===== config.mk =====
export PLATFORM = sky130hd
export DESIGN_NAME = fft_bitrev_reorder_flat
export DESIGN_NICKNAME = d
export VERILOG_FILES = /design/src/rtl/fft_pkg.sv /design/src/rtl/fft_bitrev_reorder_if.sv /design/src/rtl/fft_reorder_ram.sv /design/src/rtl/fft_bitrev_reorder.sv /design/src/flat_wrapper.sv
export SDC_FILE = /design/constraint.sdc
export NUM_CORES = 1
export LEC_CHECK = 0
export ABC_AREA = 1
export CAP_MARGIN = 30
export CORE_AREA = 3 3 547 386
export DETAILED_ROUTE_END_ITERATION = 10
export DIE_AREA = 0 0 550 389
export PLACE_DENSITY = 0.34
export SYNTH_ARGS = -nofsm -noshare
export SYNTH_HDL_FRONTEND = slang
export SYNTH_SLANG_ARGS = --single-unit

===== constraint.sdc =====
create_clock -name clk -period 3.9 [get_ports clk]
set_input_delay 0.78 -clock clk [delete_from_list [all_inputs] [get_ports clk]]
set_output_delay 0.78 -clock clk [all_outputs]
set_load 0.005 [all_outputs]

===== src/rtl/fft_pkg.sv =====
// Shared definitions for the FFT output reorder stage.
//   MAX_LOG2N  : widest index the bit-reversal helper handles
//   rd_state_t : read-side FSM states
//   log2n()    : index width for an N-point frame
//   bitrev()   : reverse the low 'bits' bits of an index
package fft_pkg;

    localparam int MAX_LOG2N = 16;

    typedef enum logic {
        RD_IDLE = 1'b0,
        RD_READ = 1'b1
    } rd_state_t;

    function automatic int log2n(input int n);
        return $clog2(n);
    endfunction

    // Reverse all MAX_LOG2N bits, then shift the reversed field down so
    // only the low 'bits' bits of the input end up reversed in place.
    function automatic logic [MAX_LOG2N-1:0] bitrev(input logic [MAX_LOG2N-1:0] value,
                                                    input int bits);
        logic [MAX_LOG2N-1:0] full;
        for (int i = 0; i < MAX_LOG2N; i++) begin
            full[i] = value[MAX_LOG2N-1-i];
        end
        return full >> (MAX_LOG2N - bits);
    endfunction

endpackage


===== src/rtl/fft_bitrev_reorder_if.sv =====
// Sample bus between the FFT core, the reorder stage and its consumer.
//   enable_in / in_re / in_im            : bit-reversed samples from the core
//   enable_out / out_re / out_im / out_index : natural-order samples out
// Modports: master = side driving the input samples (core / bench),
//           slave  = the reorder stage.
interface fft_bitrev_reorder_if #(
    parameter int N     = 32,
    parameter int WIDTH = 8
);
    localparam int LOG2N = fft_pkg::log2n(N);

    logic                    enable_in;
    logic signed [WIDTH-1:0] in_re;
    logic signed [WIDTH-1:0] in_im;
    logic                    enable_out;
    logic signed [WIDTH-1:0] out_re;
    logic signed [WIDTH-1:0] out_im;
    logic [LOG2N-1:0]        out_index;

    modport master (
        output enable_in, in_re, in_im,
        input  enable_out, out_re, out_im, out_index
    );

    modport slave (
        input  enable_in, in_re, in_im,
        output enable_out, out_re, out_im, out_index
    );
endinterface


===== src/rtl/fft_reorder_ram.sv =====
// Simple dual-port frame buffer: one write port, one synchronous read port.
//   clk     : clock
//   wr_en   : write strobe, wr_addr / wr_data : write address and word
//   rd_en   : read strobe,  rd_addr          : read address
//   rd_data : word registered on the edge where rd_en is high
// Address is {bank, index}; contents are never cleared.
module fft_reorder_ram #(
    parameter int AW = 6,
    parameter int DW = 16
) (
    input  logic          clk,
    input  logic          wr_en,
    input  logic [AW-1:0] wr_addr,
    input  logic [DW-1:0] wr_data,
    input  logic          rd_en,
    input  logic [AW-1:0] rd_addr,
    output logic [DW-1:0] rd_data
);
    logic [DW-1:0] mem [2**AW];

    always_ff @(posedge clk) begin
        if (wr_en) begin
            mem[wr_addr] <= wr_data;
        end
        if (rd_en) begin
            rd_data <= mem[rd_addr];
        end
    end
endmodule


===== src/rtl/fft_bitrev_reorder.sv =====
// Reorders bit-reversed FFT frames into natural bin order.
// Each frame is written into one bank of a ping-pong buffer at the
// bit-reversed address of its arrival count; once a bank is full it is read
// out linearly over N contiguous cycles while the other bank fills.
//   clk, rst : clock and synchronous active-high reset
//   bus      : slave side of fft_bitrev_reorder_if (samples in, natural-order
//              samples plus bin index out)
module fft_bitrev_reorder
    import fft_pkg::*;
#(
    parameter int N     = 32,
    parameter int WIDTH = 8
) (
    input  logic                clk,
    input  logic                rst,
    fft_bitrev_reorder_if.slave bus
);
    localparam int LOG2N = log2n(N);
    localparam int AW    = LOG2N + 1;
    localparam int DW    = 2 * WIDTH;
    localparam logic [LOG2N-1:0] LAST = LOG2N'(N - 1);

    // Write side
    logic [LOG2N-1:0] wr_cnt;
    logic             wr_bank;
    logic [LOG2N-1:0] wr_idx;
    logic             accept;
    logic             launch;

    // A sample offered on a reset edge is dropped.
    assign accept = bus.enable_in && !rst;
    assign launch = accept && (wr_cnt == LAST);
    assign wr_idx = LOG2N'(bitrev(MAX_LOG2N'(wr_cnt), LOG2N));

    always_ff @(posedge clk) begin
        if (rst) begin
            wr_cnt  <= '0;
            wr_bank <= 1'b0;
        end else if (accept) begin
            wr_cnt <= wr_cnt + 1'b1;
            if (launch) begin
                wr_bank <= ~wr_bank;
            end
        end
    end

    // Read side FSM
    rd_state_t        state, state_nxt;
    logic [LOG2N-1:0] rd_cnt, rd_cnt_nxt;
    logic             rd_bank, rd_bank_nxt;
    logic             pend, pend_nxt;
    logic             pend_bank, pend_bank_nxt;
    logic             rd_en;

    always_ff @(posedge clk) begin
        if (rst) begin
            state     <= RD_IDLE;
            rd_cnt    <= '0;
            rd_bank   <= 1'b0;
            pend      <= 1'b0;
            pend_bank <= 1'b0;
        end else begin
            state     <= state_nxt;
            rd_cnt    <= rd_cnt_nxt;
            rd_bank   <= rd_bank_nxt;
            pend      <= pend_nxt;
            pend_bank <= pend_bank_nxt;
        end
    end

    // On a launch the read bank is the current write bank, i.e. the bank
    // being completed on this very edge.
    always_comb begin
        state_nxt     = state;
        rd_cnt_nxt    = rd_cnt;
        rd_bank_nxt   = rd_bank;
        pend_nxt      = pend;
        pend_bank_nxt = pend_bank;
        unique case (state)
            RD_IDLE: begin
                if (launch) begin
                    state_nxt   = RD_READ;
                    rd_cnt_nxt  = '0;
                    rd_bank_nxt = wr_bank;
                end
            end
            RD_READ: begin
                if (rd_cnt == LAST) begin
                    if (pend) begin
                        rd_cnt_nxt    = '0;
                        rd_bank_nxt   = pend_bank;
                        pend_nxt      = launch;
                        pend_bank_nxt = wr_bank;
                    end else if (launch) begin
                        rd_cnt_nxt  = '0;
                        rd_bank_nxt = wr_bank;
                    end else begin
                        state_nxt = RD_IDLE;
                    end
                end else begin
                    rd_cnt_nxt = rd_cnt + 1'b1;
                    if (launch) begin
                        pend_nxt      = 1'b1;
                        pend_bank_nxt = wr_bank;
                    end
                end
            end
            default: state_nxt = RD_IDLE;
        endcase
    end

    // The RAM is addressed from the next-state counters so the word for
    // rd_cnt is already registered while the FSM sits on rd_cnt; that keeps
    // the in-to-out latency at one cycle after the frame-completing edge.
    assign rd_en = (state_nxt == RD_READ);

    logic [DW-1:0] rd_data_p0;

    fft_reorder_ram #(
        .AW (AW),
        .DW (DW)
    ) u_ram (
        .clk     (clk),
        .wr_en   (accept),
        .wr_addr ({wr_bank, wr_idx}),
        .wr_data ({bus.in_re, bus.in_im}),
        .rd_en   (rd_en),
        .rd_addr ({rd_bank_nxt, rd_cnt_nxt}),
        .rd_data (rd_data_p0)
    );

    // ---- p0 -> p1: output registers ----
    logic                    vld_p0;
    logic                    vld_p1;
    logic signed [WIDTH-1:0] re_p1;
    logic signed [WIDTH-1:0] im_p1;
    logic [LOG2N-1:0]        idx_p1;

    assign vld_p0 = (state == RD_READ);

    always_ff @(posedge clk) begin
        if (rst) begin
            vld_p1 <= 1'b0;
            re_p1  <= '0;
            im_p1  <= '0;
            idx_p1 <= '0;
        end else begin
            vld_p1 <= vld_p0;
            if (vld_p0) begin
                re_p1  <= rd_data_p0[DW-1:WIDTH];
                im_p1  <= rd_data_p0[WIDTH-1:0];
                idx_p1 <= rd_cnt;
            end
        end
    end

    assign bus.enable_out = vld_p1;
    assign bus.out_re     = re_p1;
    assign bus.out_im     = im_p1;
    assign bus.out_index  = idx_p1;
endmodule


===== src/flat_wrapper.sv =====
// flat-port wrapper written by rule: the top's interface ports become plain ports
module fft_bitrev_reorder_flat import fft_pkg::*;
#(
    parameter int N     = 32,
    parameter int WIDTH = 8
)
  (clk, rst, bus_enable_in, bus_in_re, bus_in_im, bus_enable_out, bus_out_re, bus_out_im, bus_out_index);
  fft_bitrev_reorder_if #(.N(N), .WIDTH(WIDTH)) bus_i ();
  input  logic clk;
  input  logic rst;
  input wire logic [$bits(bus_i.enable_in)-1:0] bus_enable_in;
  input wire logic [$bits(bus_i.in_re)-1:0] bus_in_re;
  input wire logic [$bits(bus_i.in_im)-1:0] bus_in_im;
  output wire logic [$bits(bus_i.enable_out)-1:0] bus_enable_out;
  output wire logic [$bits(bus_i.out_re)-1:0] bus_out_re;
  output wire logic [$bits(bus_i.out_im)-1:0] bus_out_im;
  output wire logic [$bits(bus_i.out_index)-1:0] bus_out_index;
  assign bus_i.enable_in = bus_enable_in;
  assign bus_i.in_re = bus_in_re;
  assign bus_i.in_im = bus_in_im;
  assign bus_enable_out = bus_i.enable_out;
  assign bus_out_re = bus_i.out_re;
  assign bus_out_im = bus_i.out_im;
  assign bus_out_index = bus_i.out_index;
  fft_bitrev_reorder #(.N(N), .WIDTH(WIDTH)) u_core (.clk(clk), .rst(rst), .bus(bus_i));
endmodule

==> flow_metrics.tcl <==
set metrics [dict create \
    outcome "completed" \
    routed_via_density 4.38 \
    hold_class "input port to flip-flop" \
    crit_path_max_fanout 39 \
    min_period_ns 3.60 \
    finalSetupViolations 0 \
    drc 0 \
    layout.nets 4450 \
    layout-drive-gt1-share 0.127 \
    syn_inst 4231 \
    synth_warnings 0 \
    clockBufferDepth 3 \
    cts_setup_buffers 0 \
    die_h_um 389 \
    synth_top_area_share 0.660 \
    nFillCells 21500 \
    rsz0062_at_grt "no" \
    antenna_left 0 \
    htreeDepth 3 \
    die_width_um 550 \
    startpoint_type "flip-flop" \
    cts_sinks 1077 \
    r2r_start "u_core.rd_cnt[0]" \
    gp_congestion 0.770 \
    worst_hold_slack_ns 0.443 \
    postLayoutCellArea_mm2 0.0570 \
    cp_slowest_stage_delay_ns 0.32 \
    fp-row-count 139 \
    port_buffers 40 \
    slew_headroom 0.354 \
    layout_setup_ws_ns 0.296 \
    synth_ff_type "edfxtp_1" \
    cts_resized 0 \
    antenna_found_initial 16 \
    syn_area_mm2 0.0473 \
    syn_nets 4254 \
    ios 41 \
    netSwitchingFraction 0.213 \
    synth_edf_count 1040 \
    wl_per_cell_um 23.2 \
    cpMaxStageDelayCell "dfxtp_1" \
    die_area_mm2 0.214 \
    cts_buffers 115 \
    start_util 0.230 \
    worstHoldStart "bus_in_im[7]" \
    synth_top_cells_by_count "1098 x nand3_1, 1040 x edfxtp_1, 604 x nand2_1, 599 x inv_1, 384 x nand3b_1" \
    synth_area_leaders "edfxtp_1 66%, nand3_1 12%, nand3b_1 6.1%" \
    vias 31900 \
    post-route-period-util 0.924 \
    p_clk_frac 0.456 \
    synth.distinct_cells 30 \
    grt_pass1_wl_um 242000 \
    reg2reg_slack_ns 0.30 \
    p_sw_mw 5.15 \
    crit_start "u_core.rd_cnt[0]" \
    wl_um 169000 \
    crit_arrival_ns 4.08 \
    ir_drop_uv 300 \
    ys_ff_latch 1077 \
    worstMarginPinSlew_ns 0.969 \
    grt_max_degree 81 \
    synth_most_common_cell "nand3_1" \
    multiInputGateArea_mm2 0.0117 \
    drt-initial-drc-count 2692 \
    avgSynthCellArea_um2 11.2 \
    place_inst 7057 \
    hold_violations 0 \
    worstSetupPathType "flip-flop to flip-flop" \
    clock_skew_ns 0.0319 \
    power_frac_seq 0.525 \
    powerDensity_mw_per_mm2 424 \
    ys_seq_area_frac 0.675 \
    dpl_cell_area_mm2 0.0532 \
    leakage_nw 21.1 \
    worstPathRequired_ns 4.38 \
    first_global_vias 31300 \
    dpl_worst_slack_ns -0.0346 \
    areaGrowthSynthToFinish_pct 20.4 \
    cts_tree "yes" \
    core_area_mm2 0.206 \
    dpl.hpwl_um 104000 \
    pwr-share-comb 0.018 \
    cts_root_buf "clkbuf_16" \
    grt_use_total 0.155 \
    synthArstFlopShare 0 \
    register_area_mm2 0.0320 \
    clock.fmax_mhz 277 \
    intPower_mw 19.0 \
    clk_pin_slew_ns 0.06 \
    end_kind "flip-flop" \
    cts_hold_buf 0 \
    drtPass1Iterations 6 \
    maxCapViolations 0 \
    gr-total-overflow 0 \
    final_cells 7279 \
    crit_chain "ha_1, nand2_1, nor2_1, ha_1, nor2_1, nand2_8, nand2_8, buf_12, buf_12, buf_4, nand2_1, nand3_1, nand3_1, nand3_1, nand3_1, nand3_1, nand2_1" \
    insertion_delay_ns 0.73 \
    crit_top_cell "nand3_1" \
    synth_area_leader_cell "edfxtp_1" \
    timing_max_transition_violations_final 0 \
]
[power groups by stage]
stage | clock [mW] | combinational, mW | sequential, mW
finish | 11.0 | 0.440 | 12.7
global route | 11.9 | 0.479 | 12.7
CTS | 11.4 | 0.450 | 12.7
detailed placement | 0 | 0.450 | 13.0
global placement | 0 | 0.448 | 13.0
floorplan | 0 | 0.0683 | 13.0
[flip-flops by register name (all words and copies together), names as in the netlist]
| register | flops |
|---|---|
| u_core.bus.enable_out | 1 |
| u_core.bus.out_im | 8 |
| u_core.bus.out_index | 5 |
| u_core.bus.out_re | 8 |
| u_core.pend | 1 |
| u_core.pend_bank | 1 |
| u_core.rd_bank | 1 |
| u_core.rd_cnt | 5 |
| u_core.state | 1 |
| u_core.u_ram.mem | 1024 |
| u_core.u_ram.rd_data | 16 |
| u_core.wr_bank | 1 |
| u_core.wr_cnt | 5 |
[stage by stage]
stage	util	TNS [ns]	total power, mW
5_1_grt	0.277	0	25.0
3_5_place_dp	0.259	-0.0346	13.4
2_1_floorplan	-	0	13.0
4_1_cts	0.277	0	24.5
3_3_place_gp	0.259	-0.0390	13.4
6_report	0.277	0	24.2
[cells by family after synthesis]
| family | share of synthesized area |
|---|---|
| and+or+nand+nor | 0.237 |
| adders and majority gates | 0.00106 |
| DFF | 0.675 |
| AOI/OAI and AO/OA | 0.00507 |
| buffers and inverters | 0.0820 |
[cell type report]
type / count / area share
diodes: 8 / 0.000351
clock buffers: 157 / 0.0563
clock inverters: 55 / 0.00830
inverters: 603 / 0.0399
multi-input cells: 2267 / 0.205
flip-flops and latches: 1077 / 0.561
well taps: 2749 / 0.0603
repair buffers: 363 / 0.0688
[layout by cell type, fill, tap and decap left out, types with 27 or more instances in the layout]
master     instances
edfxtp_1        1040
clkbuf_16        117
nor2_2            51
nor2_1            62
buf_4            232
nand2_1          603
buf_12            92
nand3_1         1097
dfxtp_1           37
nand3b_1         384
clkbuf_1          27
inv_1            597
[path summary, 6_finish.rpt]
path         cells after the start                       end
max                             17  u_core.u_ram.rd_data[13]
min                              1   u_core.u_ram.mem[46][7]
max reg2reg                     17  u_core.u_ram.rd_data[13]
min reg2reg                      2               u_core.pend
[routing by layer]
metal,global-route usage,part of all wire,vias to the layer above,wire [um]
li1,-,-,15000,-
met1,0.240,0.51,16000,86500
met2,0.226,0.42,688,71300
met3,0.0218,0.044,184,7460
met4,0.0369,0.022,0,3780
met5,0,0,-,0
[worst max-delay path, delay by kind of cell, from the launching register on]
| family | cells | cell delay (ns) |
|---|---|---|
| fa+ha+maj | 2 | 0.45 |
| buf+inv | 3 | 0.66 |
| flops | 1 | 0.32 |
| simple gates | 12 | 1.87 |
Power figures use the tool's default switching activity.
